--- src/rtl/cvt_pkg.sv ---
// cvt_pkg
//   Shared types and constants for the CVT read-side logic.
//   - CVT geometry: 32 rows (basic-block index) x 16 columns of 64-bit words.
//   - Row/column/word/mask typedefs used on every CVT-facing port.
//   - Reader FSM state encoding.
//   - Tag carried alongside an in-flight read and the FIFO payload record.
package cvt_pkg;

  localparam int CVT_ROWS = 32;
  localparam int CVT_COLS = 16;
  localparam int CVT_W    = 64;

  typedef logic [$clog2(CVT_ROWS)-1:0] cvt_row_t;   // 5 bits
  typedef logic [$clog2(CVT_COLS)-1:0] cvt_col_t;   // 4 bits
  typedef logic [CVT_W-1:0]            cvt_word_t;  // 64 bits
  typedef logic [CVT_COLS-1:0]         cvt_mask_t;  // 16 bits

  typedef enum logic [1:0] {
    IDLE  = 2'd0,
    ISSUE = 2'd1,
    DRAIN = 2'd2
  } cvt_state_t;

  // Bookkeeping for one read travelling through the CVT read latency.
  typedef struct packed {
    logic     valid;
    cvt_col_t col;
    logic     last;
  } cvt_rd_tag_t;

  // One buffered stream beat.
  typedef struct packed {
    cvt_word_t word;
    cvt_col_t  col;
    logic      last;
  } cvt_beat_t;

endpackage

--- src/rtl/cvt_rd_fifo.sv ---
// cvt_rd_fifo
//   Small synchronous FIFO buffering CVT read words toward the stream
//   consumer. The head entry is presented combinationally so the stream
//   output is valid in the cycle after a word is written.
// Ports:
//   clk        in   clock, rising edge
//   rst        in   asynchronous active-low reset
//   push       in   write push_word/push_col/push_last
//   push_*     in   payload {word, col, last}
//   pop        in   remove head entry (ignored when empty)
//   valid      out  FIFO holds at least one entry
//   head_*     out  payload of the head entry
//   count      out  number of entries held
module cvt_rd_fifo
  import cvt_pkg::*;
#(
  parameter int DEPTH = 4
) (
  input  logic                       clk,
  input  logic                       rst,
  input  logic                       push,
  input  logic [63:0]                push_word,
  input  logic [3:0]                 push_col,
  input  logic                       push_last,
  input  logic                       pop,
  output logic                       valid,
  output logic [63:0]                head_word,
  output logic [3:0]                 head_col,
  output logic                       head_last,
  output logic [$clog2(DEPTH+1)-1:0] count
);

  localparam int PW = (DEPTH > 1) ? $clog2(DEPTH) : 1;
  localparam int CW = $clog2(DEPTH + 1);

  cvt_beat_t      mem_reg [DEPTH];
  logic [PW-1:0]  wr_ptr_reg;
  logic [PW-1:0]  rd_ptr_reg;
  logic [CW-1:0]  count_reg;
  logic           full;
  logic           empty;
  logic           do_push;
  logic           do_pop;
  cvt_beat_t      head;

  // Pointers wrap explicitly so non-power-of-two depths work.
  function automatic logic [PW-1:0] ptr_inc(input logic [PW-1:0] p);
    return (p == PW'(DEPTH - 1)) ? '0 : p + 1'b1;
  endfunction

  assign full    = (count_reg == CW'(DEPTH));
  assign empty   = (count_reg == '0);
  assign do_pop  = pop & ~empty;
  // A push into a full FIFO is only legal when the head leaves the same cycle.
  assign do_push = push & (~full | do_pop);

  always_ff @(posedge clk or negedge rst) begin
    if (!rst) begin
      wr_ptr_reg <= '0;
      rd_ptr_reg <= '0;
      count_reg  <= '0;
      for (int i = 0; i < DEPTH; i++) begin
        mem_reg[i] <= '0;
      end
    end else begin
      if (do_push) begin
        mem_reg[wr_ptr_reg] <= '{word: push_word, col: push_col, last: push_last};
        wr_ptr_reg          <= ptr_inc(wr_ptr_reg);
      end
      if (do_pop) begin
        rd_ptr_reg <= ptr_inc(rd_ptr_reg);
      end
      case ({do_push, do_pop})
        2'b10:   count_reg <= count_reg + 1'b1;
        2'b01:   count_reg <= count_reg - 1'b1;
        default: count_reg <= count_reg;
      endcase
    end
  end

  assign head      = mem_reg[rd_ptr_reg];
  assign valid     = ~empty;
  assign head_word = head.word;
  assign head_col  = head.col;
  assign head_last = head.last;
  assign count     = count_reg;

endmodule

--- src/rtl/cvt_row_reader.sv ---
// cvt_row_reader
//   Read-side sequencer for the CVT table. A start request latches a row and
//   a column mask, then the selected columns are read one per cycle in
//   ascending order. Returned words are buffered and presented on a
//   valid/ready stream; the final word carries out_last. Reads are issued
//   only while the buffer plus the reads still in flight leave room, so
//   consumer back-pressure can never drop a word.
// Ports:
//   clk, rst              clock (rising edge), asynchronous active-low reset
//   start/start_row/mask  request pulse (honoured only while idle)
//   cvt_R_en/ReadSel/Reg  CVT read port request
//   cvt_ReadData          CVT read data, RD_LAT cycles after cvt_R_en
//   out_valid/ready       stream handshake
//   out_data/col/last     stream payload
//   busy                  request in progress
//   done                  one-cycle pulse when the request has completed
module cvt_row_reader
  import cvt_pkg::*;
#(
  parameter int RD_LAT     = 1,
  parameter int FIFO_DEPTH = 4
) (
  input  logic        clk,
  input  logic        rst,
  input  logic        start,
  input  logic [4:0]  start_row,
  input  logic [15:0] start_mask,
  output logic        cvt_R_en,
  output logic [3:0]  cvt_ReadSel,
  output logic [4:0]  cvt_ReadReg,
  input  logic [63:0] cvt_ReadData,
  output logic        out_valid,
  input  logic        out_ready,
  output logic [63:0] out_data,
  output logic [3:0]  out_col,
  output logic        out_last,
  output logic        busy,
  output logic        done
);

  localparam int CW = $clog2(FIFO_DEPTH + 1);

  cvt_state_t  state_reg;
  cvt_state_t  state_next;

  cvt_row_t    row_reg;
  cvt_mask_t   mask_reg;
  cvt_col_t    sel_reg;
  logic        done_reg;

  cvt_col_t    low_col;
  cvt_mask_t   mask_after;
  logic        accept;
  logic        issue;
  logic        credit_ok;
  logic        pop;
  logic        last_hs;
  int          inflight;
  logic [CW-1:0] fifo_count;

  cvt_rd_tag_t issue_tag;
  cvt_rd_tag_t stage_in  [RD_LAT];
  cvt_rd_tag_t stage_reg [RD_LAT];
  logic [RD_LAT-1:0] stage_valid;
  cvt_rd_tag_t tail_tag;

  // ---------------------------------------------------------------------
  // Lowest remaining column. Scanning downward lets the last hit (the
  // lowest index) win without a separate "found" flag.
  // ---------------------------------------------------------------------
  always_comb begin
    low_col = '0;
    for (int i = CVT_COLS - 1; i >= 0; i--) begin
      if (mask_reg[i]) begin
        low_col = cvt_col_t'(i);
      end
    end
  end

  assign mask_after = mask_reg & ~(cvt_mask_t'(1) << low_col);

  // ---------------------------------------------------------------------
  // Credit: words in the FIFO plus reads still in the latency pipe must
  // leave a free slot. A pop in the same cycle is deliberately ignored so
  // the credit path does not depend on out_ready.
  // ---------------------------------------------------------------------
  always_comb begin
    inflight = 0;
    for (int i = 0; i < RD_LAT; i++) begin
      inflight = inflight + int'(stage_valid[i]);
    end
  end

  assign credit_ok = (int'(fifo_count) + inflight) < FIFO_DEPTH;

  assign accept  = (state_reg == IDLE) && start;
  assign pop     = out_valid & out_ready;
  assign last_hs = pop & out_last;

  // ---------------------------------------------------------------------
  // FSM: state register
  // ---------------------------------------------------------------------
  always_ff @(posedge clk or negedge rst) begin
    if (!rst) begin
      state_reg <= IDLE;
    end else begin
      state_reg <= state_next;
    end
  end

  // ---------------------------------------------------------------------
  // FSM: next state
  // ---------------------------------------------------------------------
  always_comb begin
    state_next = state_reg;
    case (state_reg)
      IDLE: begin
        // An empty mask completes straight from IDLE via the done pulse.
        if (start && (start_mask != '0)) begin
          state_next = ISSUE;
        end
      end
      ISSUE: begin
        if (issue && (mask_after == '0)) begin
          state_next = DRAIN;
        end
      end
      DRAIN: begin
        if (last_hs) begin
          state_next = IDLE;
        end
      end
      default: state_next = IDLE;
    endcase
  end

  // ---------------------------------------------------------------------
  // FSM: outputs
  // ---------------------------------------------------------------------
  always_comb begin
    issue       = (state_reg == ISSUE) && credit_ok;
    cvt_R_en    = issue;
    // Column select follows the encoder while issuing and otherwise holds
    // the last column actually read.
    cvt_ReadSel = issue ? low_col : sel_reg;
    busy        = (state_reg != IDLE);
  end

  assign cvt_ReadReg = row_reg;
  assign done        = done_reg;

  // ---------------------------------------------------------------------
  // Request registers and completion pulse
  // ---------------------------------------------------------------------
  always_ff @(posedge clk or negedge rst) begin
    if (!rst) begin
      row_reg  <= '0;
      mask_reg <= '0;
      sel_reg  <= '0;
      done_reg <= 1'b0;
    end else begin
      done_reg <= (accept && (start_mask == '0)) ||
                  ((state_reg == DRAIN) && last_hs);
      if (accept) begin
        row_reg  <= start_row;
        mask_reg <= start_mask;
      end else if (issue) begin
        mask_reg <= mask_after;
        sel_reg  <= low_col;
      end
    end
  end

  // ---------------------------------------------------------------------
  // In-flight read pipe: one stage per cycle of CVT read latency. The tag
  // leaving the last stage lines up with the matching cvt_ReadData word.
  // ---------------------------------------------------------------------
  assign issue_tag = '{valid: issue, col: low_col, last: (mask_after == '0)};

  genvar gi;
  generate
    for (gi = 0; gi < RD_LAT; gi++) begin : g_stage
      if (gi == 0) begin : g_first
        assign stage_in[gi] = issue_tag;
      end else begin : g_next
        assign stage_in[gi] = stage_reg[gi-1];
      end
      assign stage_valid[gi] = stage_reg[gi].valid;
    end
  endgenerate

  always_ff @(posedge clk or negedge rst) begin
    if (!rst) begin
      for (int i = 0; i < RD_LAT; i++) begin
        stage_reg[i] <= '0;
      end
    end else begin
      for (int i = 0; i < RD_LAT; i++) begin
        stage_reg[i] <= stage_in[i];
      end
    end
  end

  assign tail_tag = stage_reg[RD_LAT-1];

  // ---------------------------------------------------------------------
  // Output buffer. Credit accounting guarantees a free slot for every
  // word arriving at the tail of the read pipe.
  // ---------------------------------------------------------------------
  cvt_rd_fifo #(
    .DEPTH(FIFO_DEPTH)
  ) u_fifo (
    .clk       (clk),
    .rst       (rst),
    .push      (tail_tag.valid),
    .push_word (cvt_ReadData),
    .push_col  (tail_tag.col),
    .push_last (tail_tag.last),
    .pop       (pop),
    .valid     (out_valid),
    .head_word (out_data),
    .head_col  (out_col),
    .head_last (out_last),
    .count     (fifo_count)
  );

endmodule

--- config.mk ---
export PLATFORM = sky130hd
export DESIGN_NAME = cvt_row_reader
export DESIGN_NICKNAME = d
export VERILOG_FILES = /design/src/rtl/cvt_pkg.sv /design/src/rtl/cvt_rd_fifo.sv /design/src/rtl/cvt_row_reader.sv
export SDC_FILE = /design/constraint.sdc
export NUM_CORES = 1
export LEC_CHECK = 0
export ABC_AREA = 0
export BUFFER_PORTS_ARGS = -buffer_cell sky130_fd_sc_hd__buf_2
export CORE_AREA = 3 3 270 139
export CTS_CLUSTER_DIAMETER = 40
export CTS_CLUSTER_SIZE = 28
export DETAILED_ROUTE_END_ITERATION = 6
export DIE_AREA = 0 0 273 142
export PLACE_DENSITY = 0.62
export SETUP_SLACK_MARGIN = 0.1
export SLEW_MARGIN = 20
export SYNTH_ARGS = -nofsm -noshare
export SYNTH_HDL_FRONTEND = slang
export SYNTH_SLANG_ARGS = --single-unit
export TNS_END_PERCENT = 50
--- constraint.sdc ---
create_clock -name clk -period 2.48 [get_ports clk]
set_input_delay 0.248 -clock clk [delete_from_list [all_inputs] [get_ports clk]]
set_output_delay 0.248 -clock clk [all_outputs]
set_load 0.005 [all_outputs]
* After elaboration in Yosys (flattened, before gate mapping) *
Index checks and enable logic that the tools add are counted.
Widths: inputs -> output; s select.

storage, ports and cells
  register bits = 317
  input port bits = 89
  output and inout bits = 82
  word-level logic and storage cells = 103

operators by class
  add/sub/neg operators = 5
  magnitude comparators = 4
  equality and inequality tests = 10
  shift operators = 1
  muxes and demuxes = 32
  bitwise gates (word level) = 11
  reduce and logical (&&, ||, !) cells = 17

operators with widths
  operator              number
  $bwmux 276            1
  $mux 69               3
  $bmux 69 s2           1
  $demux 69 s2          1
  $mux 4                17
  $logic_not 16->1      2
  $mux 16               2
  $and 16x16->16        1
  $not 16->16           1
  $reduce_bool 16->1    1
  $shl 1x4->16 const A  1
  $mux 2                5
  $eq 2x2->1 const B    4
  $logic_and 1x1->1     7
  $ge 3x3->1 const B    2
  $not 2->3             2
  $pmux 2 s3            1
  $pmux 3 s2            1
  $reduce_bool 2->1     3
  $add 2x1->2 const B   2
  $add 3x1->4           1
  $and 1x1->1           4
  $eq 2x1->1 const B    2
  $lt 4x3->1 const B    1
  other kinds (12)      14

* Longest topological paths before layout *
Gate-level depths: netlist of run 1.

  word-level depth = 23
  depth in mapped cells = 10

* Hierarchy *
A second synthesis of run 1 with hierarchy kept.

second synthesis, totals
  cell total of the unflattened synthesis = 911
  area, all modules = 14,168.6 um^2

by module, submodules not included
  module          times used  cells an instance  area each (um^2)
  cvt_rd_fifo     1           708                12,293.0
  cvt_row_reader  1           203                1,875.5

* Least setup slack after synthesis of run 1 *
OpenSTA, ideal clock, no wires.

  kind = reg2reg
  from = register mask_reg[0]
  to = register state_reg[1]
  data arrival time = 1.956 ns
  required time = 2.360 ns
  setup slack = 0.405 ns
  cell stages (with the launch flop) = 10
  path buffers = 1
  clock period less this slack = 2.075 ns
  path through = dfrtp_1 > buf_6 > or4_4 > o32ai_1 > a21oi_2 > clkinv_4 > a211oi_2 > o2111ai_1 > and4b_4 > a31o_1

RTL lines
  element                   RTL line               RTL
  start: declaration        cvt_row_reader.sv:47   cvt_mask_t mask_reg;
  start signal: assignment  cvt_row_reader.sv:166  mask_reg <= start_mask;
  start signal: assignment  cvt_row_reader.sv:168  mask_reg <= mask_after;
  end signal: assignment    cvt_row_reader.sv:107  state_reg <= state_next;
  end: declaration          cvt_row_reader.sv:43   cvt_state_t state_reg;

==> flow_summary.json, run 1 <==
{
  "p_total_w": 0.0262,
  "critPathCaptureType": "output port",
  "drv_slew": 0,
  "cp.arrival_ns": 2.31,
  "grt_remaining_overflow": 0,
  "pin_count": 171,
  "firstDrtPassIters": 5,
  "cts-buffers-inserted": 31,
  "route.detailed.drc": 0,
  "wire_per_inst_microns": 19.6,
  "start_kind": "flop",
  "grt_antenna_before_repair": 1,
  "core_sq_um": 35500,
  "drtAntennaViolNets": 0,
  "fin_tns_setup_ns": -0.0760,
  "die_w_microns": 273,
  "largest_register_ffs": 276,
  "ys_seq_elements": 317,
  "routabilityCongestion": 0.937,
  "cts_root_buf": "clkbuf_16",
  "outcome": "finished with violations",
  "final_nets": 1291,
  "clock_insertion_delay_worst_skew_ns": 0.56,
  "min_period_ns": 2.56,
  "grt_pass1_wl_microns": 53700,
  "timing.rr.start": "mask_reg[9]",
  "drv_cap": 0,
  "die_y_microns": 142,
  "via_per_inst": 5.21,
  "synth_cell_types": 60,
  "avgSynthCellArea_sq_um": 15.5,
  "yosysWarningCount": 0,
  "areaGrowthSynthToFinish_pct": 27.7,
  "synth-edff-count": 0,
  "holdPathEnd": "done",
  "r2r_cells": 9,
  "path_max_fanout": 5,
  "min_path_type": "in -> reg",
  "rsz0062_at_grt": "yes",
  "cts_tree": "done",
  "holdCritStartpoint": "start",
  "hpwl_microns": 21400,
  "final_area_sq_um": 18100,
  "drive_above_1_share_pct": 55.3,
  "hold_violations": 0,
  "max_freq_mhz": 391,
  "ir_drop_mv": 0.775,
  "regToRegSetupSlack_ns": 0.01,
  "drt-total-wl_microns": 33400,
  "skew_ns": 0.0114,
  "regToRegEndpoint": "state_reg[0]",
  "drtIter0Drc": 432,
  "start_util_pct": 39.9,
  "yosysSeqAreaShare_pct": 56.1,
  "finalSetupViolCount": 1,
  "maxSlewHeadroom_pct": 61.1,
  "synth_ff_type": "dfrtp_1",
  "min_path_cells": 4,
  "htree_levels": 1,
  "cp.required_ns": 2.23,
  "utilization_pct": 50.9,
  "die-area_sq_um": 38800,
  "grt_pass1_vias": 9512,
  "place_area_sq_um": 15900,
  "critical_path_class": "reg -> out",
  "synth_cells": 910,
  "cts_buffer_depth": 3,
  "clock_sinks": 317,
  "leakage_nw": 7.98,
  "violations": "negative setup slack",
  "placementRows": 49,
  "power_density_nw_per_um2": 1450,
  "synthesis.nets": 1006,
  "grt_use_total_pct": 17.4,
  "via_count": 8874,
  "grt_max_degree": 69,
  "finalCritPeriodShare_pct": 103,
  "fin_ws_ns": -0.0760,
  "clk_pin_slew_ns": 0.07,
  "worst_pin_slew_ns": 0.582,
  "synthesis.area_sq_um": 14100,
  "ys_async_sr_fraction_pct": 100,
  "hold_slack_ns": 0.0795,
  "portBuffers": 170
}
-- metal layers --
metal,global-route usage (%),part of all wire (%),vias to the layer above
li1,-,-,3978
met1,25.8,48,4648
met2,26.5,45,205
met3,4.03,5.6,43
met4,3.11,1.7,0
met5,0,0,-
-- kinds of logic (layout without fill, tap and decap cells) --
kind of cell	after synthesis	after routing	synth area share (%)
xor+xnor	3	3	0.186
other cells	0	2	0
flops	317	317	56.1
fa+ha+maj	8	8	0.743
mux	353	353	33.6
compound gates	74	74	3.86
buf+inv	72	379	2.32
simple gates	83	83	3.25
-- cells in the final DEF (no fill, tap or decap), types with 4 or more instances in the layout --
cell type / Yosys / layout
ha_1: 6 / 5
bufinv_16: 0 / 4
nor2_1: 19 / 17
dfrtp_2: 0 / 9
clkinv_4: 1 / 6
nand3_1: 4 / 4
clkbuf_1: 16 / 5
clkbuf_16: 0 / 31
buf_4: 1 / 33
buf_2: 13 / 168
nand2_1: 28 / 24
dlygate4sd3_1: 0 / 86
nand2_4: 0 / 4
buf_12: 0 / 18
inv_1: 14 / 14
a22o_1: 11 / 11
mux4_2: 69 / 69
o21ai_0: 26 / 25
a21oi_1: 10 / 9
nor4_1: 5 / 5
dfrtp_1: 317 / 306
mux2_2: 283 / 283
-- power breakdown --
part / switching, W / total [W] / internal, W
Clock: 0.00215 / 0.00493 / 0.00278
Combinational: 0.00512 / 0.0119 / 0.00680
Sequential: 0.00154 / 0.00933 / 0.00779
Total: 0.00880 / 0.0262 / 0.0174
-- cell usage after synthesis, drive strengths merged (3+ instances only) --
cell type  count  area share [%]
nand2         28            0.74
or3            4            0.19
ha             6            0.53
a21oi         11            0.42
nor4           8            0.55
dfrtp        317              56
mux2         283              23
nand2b         4            0.19
inv           15            0.40
nand3          4            0.14
a22o          11            0.68
clkbuf        17            0.52
buf           39             1.3
o21ai         28            0.99
and2           3            0.13
nor2          19            0.50
nor3           4            0.21
or4            4            0.29
o31ai          3            0.16
mux4          69              11
a31oi          3            0.13
-- critical path, stage by stage (launching register included) --
cell and delay (ns):
dfrtp_2 0.48, nor3b_4 0.18, a211oi_2 0.31, o211ai_2 0.18, a21oi_2 0.17, buf_4 0.16, nor2_4 0.04, nor2_2 0.12
buf_6 0.12
-- how the worst max path moves through the flow --
stage | startpoint | cells past startpoint | slack, ns | to
3_5_place_dp | mask_reg[8] | 7 | 0.16 | state_reg[0]
2_1_floorplan | mask_reg[0] | 9 | 0.40 | state_reg[1]
4_1_cts | mask_reg[14] | 8 | -0.05 | cvt_ReadSel[0]
3_3_place_gp | mask_reg[0] | 7 | 0.22 | state_reg[0]
5_1_grt | mask_reg[8] | 8 | -0.19 | cvt_ReadSel[0]
6_report | mask_reg[8] | 8 | -0.08 | cvt_ReadSel[0]
-- metrics by stage --
stage	std cells	setup WS (ns)
final	1703	-0.0760
after global routing	1702	-0.194
after CTS	1693	-0.0516
after detailed placement	1542	0.159
after global placement	1542	0.225
after floorplan	910	0.405
-- repair_timing --
| item | 4_1_cts | 5_1_grt |
|---|---|---|
| buffers inserted | 10 | 8 |
| pin swaps | 5 | 10 |
| setup endpoints to repair | 62 | 9 |
| hold buffers | 86 | 0 |
| resized for setup | 18 | 14 |
| endpoints found under the hold margin | 336 | 0 |
-- cell type report --
class,count,area [sq um]
fill,2936,17400
sequential,317,7950
multi-input combinational,521,6010
timing repair buffer,308,2360
clock buffer,36,795
tap,484,606
clock inverter,19,269
inverter,16,65.1
antenna,2,5.00
No activity file was read; power rests on OpenSTA's default activity.
==> run 2: changes to the inputs <==
--- a/config.mk
+++ b/config.mk
@@ -8,6 +8,7 @@
 export ABC_AREA = 0
 export BUFFER_PORTS_ARGS = -buffer_cell sky130_fd_sc_hd__buf_2
 export CORE_AREA = 3 3 270 139
+export CTS_BUF_LIST = sky130_fd_sc_hd__clkbuf_4 sky130_fd_sc_hd__clkbuf_8
 export CTS_CLUSTER_DIAMETER = 40
 export CTS_CLUSTER_SIZE = 28
 export DETAILED_ROUTE_END_ITERATION = 6
==> run 2 against run 1 <==
Critical endpoint is now cvt_ReadSel[1]. Final cell count increased by 1.2%. Worst hold slack better by 0.086 ns. Via count rose by 1.7%. Non-clock buffer count up 22. Total power grew 1.7%. Maximum frequency increased by 0.60%. The run still ends with negative setup slack left.
==> flow_summary.json, run 2 (synthesized netlist as in run 1, its figures left out) <==
{
  "holdCritStartpoint": "out_ready",
  "layout_commonest_cell": "dfrtp_1",
  "maxSlewHeadroom_pct": 60.6,
  "portBuffers": 170,
  "min_period_ns": 2.54,
  "grt_pass1_wl_microns": 55600,
  "slowest_stage": "or4_4",
  "via_count": 9026,
  "cpPeakStageDelay_ns": 0.49,
  "cts_buffer_depth": 3,
  "final_cell_mix": "dfrtp_1 (305), mux2_2 (283), buf_2 (139)",
  "cts_tree": "done",
  "holdPathEnd": "done",
  "worst_pin_slew_ns": 0.592,
  "final_nets": 1313,
  "largest_register_ffs": 276,
  "grt_max_degree": 69,
  "die_w_microns": 273,
  "areaGrowthSynthToFinish_pct": 29.5,
  "finalCritPeriodShare_pct": 102,
  "drive_above_1_share_pct": 56.5,
  "place_area_sq_um": 15900,
  "crit_chain": "buf_4 -> or4_4 -> nor3_2 -> a21oi_2 -> o21ai_2 -> buf_2",
  "outcome": "finished with violations",
  "timing.rr.start": "mask_reg[14]",
  "fillers": 2914,
  "cts-buffers-inserted": 31,
  "crit_family": "simple AND/OR/NAND/NOR gates",
  "core_sq_um": 35500,
  "drtAntennaViolNets": 0,
  "hold_slack_ns": 0.165,
  "route.detailed.drc": 0,
  "finalSetupViolCount": 5,
  "final_area_sq_um": 18300,
  "grt_antenna_before_repair": 0,
  "grt_pass1_vias": 9584,
  "path_max_fanout": 5,
  "clock_sinks": 317,
  "firstDrtPassIters": 4,
  "violations": "negative setup slack",
  "die-area_sq_um": 38800,
  "regToRegSetupSlack_ns": -0.02,
  "htree_levels": 1,
  "placementRows": 49,
  "via_per_inst": 5.24,
  "r2r_cells": 10,
  "clk_pin_slew_ns": 0.09,
  "start_kind": "flop",
  "fin_ws_ns": -0.0608,
  "critPathCaptureType": "output port",
  "regToRegEndpoint": "state_reg[0]",
  "drt-total-wl_microns": 34900,
  "grt_remaining_overflow": 0,
  "critical_path_class": "reg -> out",
  "drv_slew": 0,
  "routabilityCongestion": 0.937,
  "rsz0062_at_grt": "yes",
  "die_y_microns": 142,
  "clock_insertion_delay_worst_skew_ns": 0.61,
  "drv_cap": 0,
  "pin_count": 171,
  "cp.required_ns": 2.23,
  "hold_violations": 0,
  "ir_drop_mv": 0.746,
  "min_path_type": "in -> reg",
  "grt_use_total_pct": 18.2,
  "power_density_nw_per_um2": 1450,
  "fin_tns_setup_ns": -0.163,
  "cts_root_buf": "clkbuf_8",
  "start_util_pct": 39.9,
  "wire_per_inst_microns": 20.3,
  "drtIter0Drc": 476,
  "leakage_nw": 8.09,
  "cp_num_buf_inv": 2,
  "hpwl_microns": 21400,
  "cp.arrival_ns": 2.29,
  "skew_ns": 0.0171,
  "max_freq_mhz": 394,
  "min_path_cells": 4
}
run 2: worst min-delay path, delay by kind of cell:
kind	cells	cell delay, ns
AO/OA/AOI/OAI	1	0.06
AND/OR/NAND/NOR	2	0.32
buffers and inverters	1	0.11
run 2: final cells by class:
| class | count | area, sq um | area share (%) |
|---|---|---|---|
| diodes | 1 | 2.50 | 0.0137 |
| clock buffers | 36 | 464 | 2.53 |
| clock inverters | 19 | 269 | 1.47 |
| inverters | 16 | 65.1 | 0.355 |
| multi-input cells | 521 | 6020 | 32.9 |
| flip-flops and latches | 317 | 7950 | 43.4 |
| well taps | 484 | 606 | 3.31 |
| repair buffers | 330 | 2940 | 16.0 |
run 2: worst max path at each step:
stage,start,end,cells past startpoint
global route,mask_reg[14],cvt_ReadSel[0],8
detailed placement,mask_reg[8],state_reg[0],7
finish,mask_reg[5],cvt_ReadSel[1],6
CTS,mask_reg[14],cvt_ReadSel[0],8
floorplan,mask_reg[0],state_reg[1],9
global placement,mask_reg[0],state_reg[0],7
run 2: per-layer routing:
metal	vias to the layer above	part of all wire [%]	GRT usage (%)
met4	0	1.8	3.00
met2	208	45	27.8
met1	4739	48	27.0
li1	4023	-	-
met5	-	0	0
met3	56	5.4	4.33
run 2: stage by stage:
| step | power [W] | utilization [%] | worst slack, ns | cells |
|---|---|---|---|---|
| 6_report | 0.0266 | 51.6 | -0.0608 | 1724 |
| 3_3_place_gp | 0.0202 | 44.7 | 0.225 | 1542 |
| 4_1_cts | 0.0260 | 50.8 | -0.120 | 1713 |
| 3_5_place_dp | 0.0205 | 44.7 | 0.159 | 1542 |
| 2_1_floorplan | 0.0165 | - | 0.405 | 910 |
| 5_1_grt | 0.0283 | 51.6 | -0.151 | 1723 |
run 2: power breakdown:
group	switching, W	internal, W
clock network	0.00201	0.00176
registers	0.00146	0.00778
logic	0.00563	0.00798
total	0.00910	0.0175
run 2: timing repair:
action / 4_1_cts / 5_1_grt
gates resized for setup: 50 / 34
pin swaps: 10 / 11
hold buffers: 87 / 0
buffers inserted: 22 / 9
cloned: 7 / 1
hold endpoints to repair: 338 / 0
endpoints found under the setup margin: 63 / 63
==> run 3: changes to the inputs <==
--- a/config.mk
+++ b/config.mk
@@ -7,13 +7,14 @@
 export LEC_CHECK = 0
 export ABC_AREA = 0
 export BUFFER_PORTS_ARGS = -buffer_cell sky130_fd_sc_hd__buf_2
-export CORE_AREA = 3 3 270 139
+export CORE_AREA = 10 10 277 146
 export CTS_BUF_LIST = sky130_fd_sc_hd__clkbuf_4 sky130_fd_sc_hd__clkbuf_8
 export CTS_CLUSTER_DIAMETER = 40
 export CTS_CLUSTER_SIZE = 28
 export DETAILED_ROUTE_END_ITERATION = 6
-export DIE_AREA = 0 0 273 142
+export DIE_AREA = 0 0 287 156
 export PLACE_DENSITY = 0.62
+export RECOVER_POWER = 50
 export SETUP_SLACK_MARGIN = 0.1
 export SLEW_MARGIN = 20
 export SYNTH_ARGS = -nofsm -noshare
==> run 3 against run 2 <==
The flow finishes with violations (max-capacitance violations, max-slew violations). Critical path depth grew 1. Sequential cell count is the same. Register-to-register slack gained 0.11 ns. Clock power grew 1%. Critical endpoint is now cvt_ReadSel[0]. Largest cell class unchanged. Highest routed layer unchanged.
==> flow_summary.json, run 3 (synthesized netlist as in run 1, its figures left out) <==
{
  "largest_register_ffs": 276,
  "cts_root_buf": "clkbuf_8",
  "placementRows": 49,
  "outcome": "finished with violations",
  "routabilityCongestion": 0.849,
  "path_max_fanout": 5,
  "power_density_nw_per_um2": 1420,
  "start_kind": "flop",
  "violations": "max-capacitance violations, max-slew violations",
  "cpPeakStageDelay_ns": 0.47,
  "finalSetupViolCount": 0,
  "clk_pin_slew_ns": 0.08,
  "wire_per_inst_microns": 20.2,
  "final_area_sq_um": 17900,
  "die_y_microns": 156,
  "die_w_microns": 287,
  "place_area_sq_um": 15800,
  "start_util_pct": 39.8,
  "min_path_type": "in -> reg",
  "grt_pass1_vias": 10000,
  "maxSlewHeadroom_pct": -19.7,
  "cts_buffer_depth": 3,
  "slowest_stage": "dfrtp_2",
  "grt_max_degree": 69,
  "drtAntennaViolNets": 0,
  "htree_levels": 2,
  "fin_ws_ns": 0.0572,
  "skew_ns": 0.0317,
  "core_sq_um": 35600,
  "final_cell_mix": "dfrtp_1 (303), mux2_2 (283), buf_2 (164)",
  "grt_pass1_wl_microns": 55300,
  "via_count": 9033,
  "grt_remaining_overflow": 0,
  "firstDrtPassIters": 4,
  "hold_violations": 0,
  "drv_cap": 1,
  "drive_above_1_share_pct": 56.5,
  "hpwl_microns": 22800,
  "grt_use_total_pct": 15.4,
  "dpl_worst_slack_ns": 0.151,
  "cp.arrival_ns": 2.17,
  "rsz0062_at_grt": "yes",
  "final_nets": 1317,
  "pin_count": 171,
  "min_period_ns": 2.42,
  "cts-buffers-inserted": 34,
  "areaGrowthSynthToFinish_pct": 26.2,
  "clock_sinks": 317,
  "max_freq_mhz": 413,
  "finalCritPeriodShare_pct": 97.7,
  "worst_pin_slew_ns": 1.80,
  "drt-total-wl_microns": 35000,
  "critical_path_class": "reg -> out",
  "clock_insertion_delay_worst_skew_ns": 0.57,
  "crit_chain": "or3_4 -> o211ai_2 -> a21oi_2 -> buf_4 -> nor2_2 -> nor2_1 -> buf_2",
  "cts_tree": "done",
  "die-area_sq_um": 44800,
  "hold_slack_ns": 0.0826,
  "fin_tns_setup_ns": 0,
  "leakage_nw": 7.92,
  "critPathCaptureType": "output port",
  "drtIter0Drc": 425,
  "route.detailed.drc": 0,
  "ir_drop_mv": 0.659,
  "via_per_inst": 5.22,
  "layout_commonest_cell": "dfrtp_1",
  "grt_antenna_before_repair": 2,
  "portBuffers": 170,
  "drv_slew": 64,
  "cp.required_ns": 2.23
}
## run 3: cell count changes in the layout (fill, tap and decap cells not counted), moves of 3 or more
cell       delta
clkbuf_1      +7
buf_4         +9
buf_16       -10
bufinv_16     -3
buf_2        +25
clkinv_4      -3
clkbuf_2      +4
buf_6        -28
clkbuf_8      +8
buf_12        -4
inv_6         +3
## run 3: area by class of cell
type	instances	area, sq um
Antenna cell	1	2.50
Fill cell	3059	17700
Inverter	16	65.1
Clock buffer	41	552
Timing Repair Buffer	331	2470
Clock inverter	19	195
Tap cell	484	606
Sequential cell	317	7960
Multi-Input combinational cell	521	6010
## run 3: layer usage
metal,wire length (microns),vias to the layer above,GRT usage (%),share of wire [%]
li1,-,4030,-,-
met1,14800,4804,18.8,42
met2,18300,157,27.8,52
met3,1340,42,3.00,3.8
met4,512,0,3.75,1.5
met5,0,-,0,0
## run 3: final timing paths
check                            startpoint                  to  slack, ns  cells after the start
worst max-delay path            mask_reg[9]      cvt_ReadSel[0]       0.06                      7
worst min-delay path                  start        state_reg[0]       0.08                      3
worst max register to register  mask_reg[9]        state_reg[0]       0.09                      9
worst min register to register   sel_reg[2]          sel_reg[2]       0.50                      2
max in group asynchronous               rst  u_fifo.mem_reg[16]       0.37                      3
min in group asynchronous               rst  u_fifo.mem_reg[81]       0.67                      2
## run 3: critical path, delay by kind of cell (launching register included)
| kind | cells | cell delay, ns |
|---|---|---|
| simple gates | 3 | 0.57 |
| flops | 1 | 0.47 |
| compound gates | 2 | 0.29 |
| buf+inv | 2 | 0.29 |
## run 3: power breakdown
group | leakage, nW | internal [W] | switching, W | total [W]
logic | 3.71 | 0.00700 | 0.00525 | 0.0123
registers | 3.82 | 0.00778 | 0.00148 | 0.00925
clock network | 0.388 | 0.00170 | 0.00210 | 0.00380
## run 3: stage by stage
step,util [%],total power (W),instances
after detailed placement,44.6,0.0207,1544
after global routing,50.2,0.0270,1729
final,50.2,0.0253,1730
after global placement,44.6,0.0203,1544
after floorplan,-,0.0165,910
after CTS,49.8,0.0253,1711
## run 3: what timing repair did
action | CTS | global route
endpoints found under the setup margin | 70 | 71
hold endpoints to repair | 335 | 0
hold buffers | 86 | 0
pin swaps | 6 | 10
gates cloned | 0 | 1
setup buffers | 21 | 17
resized for setup | 27 | 9
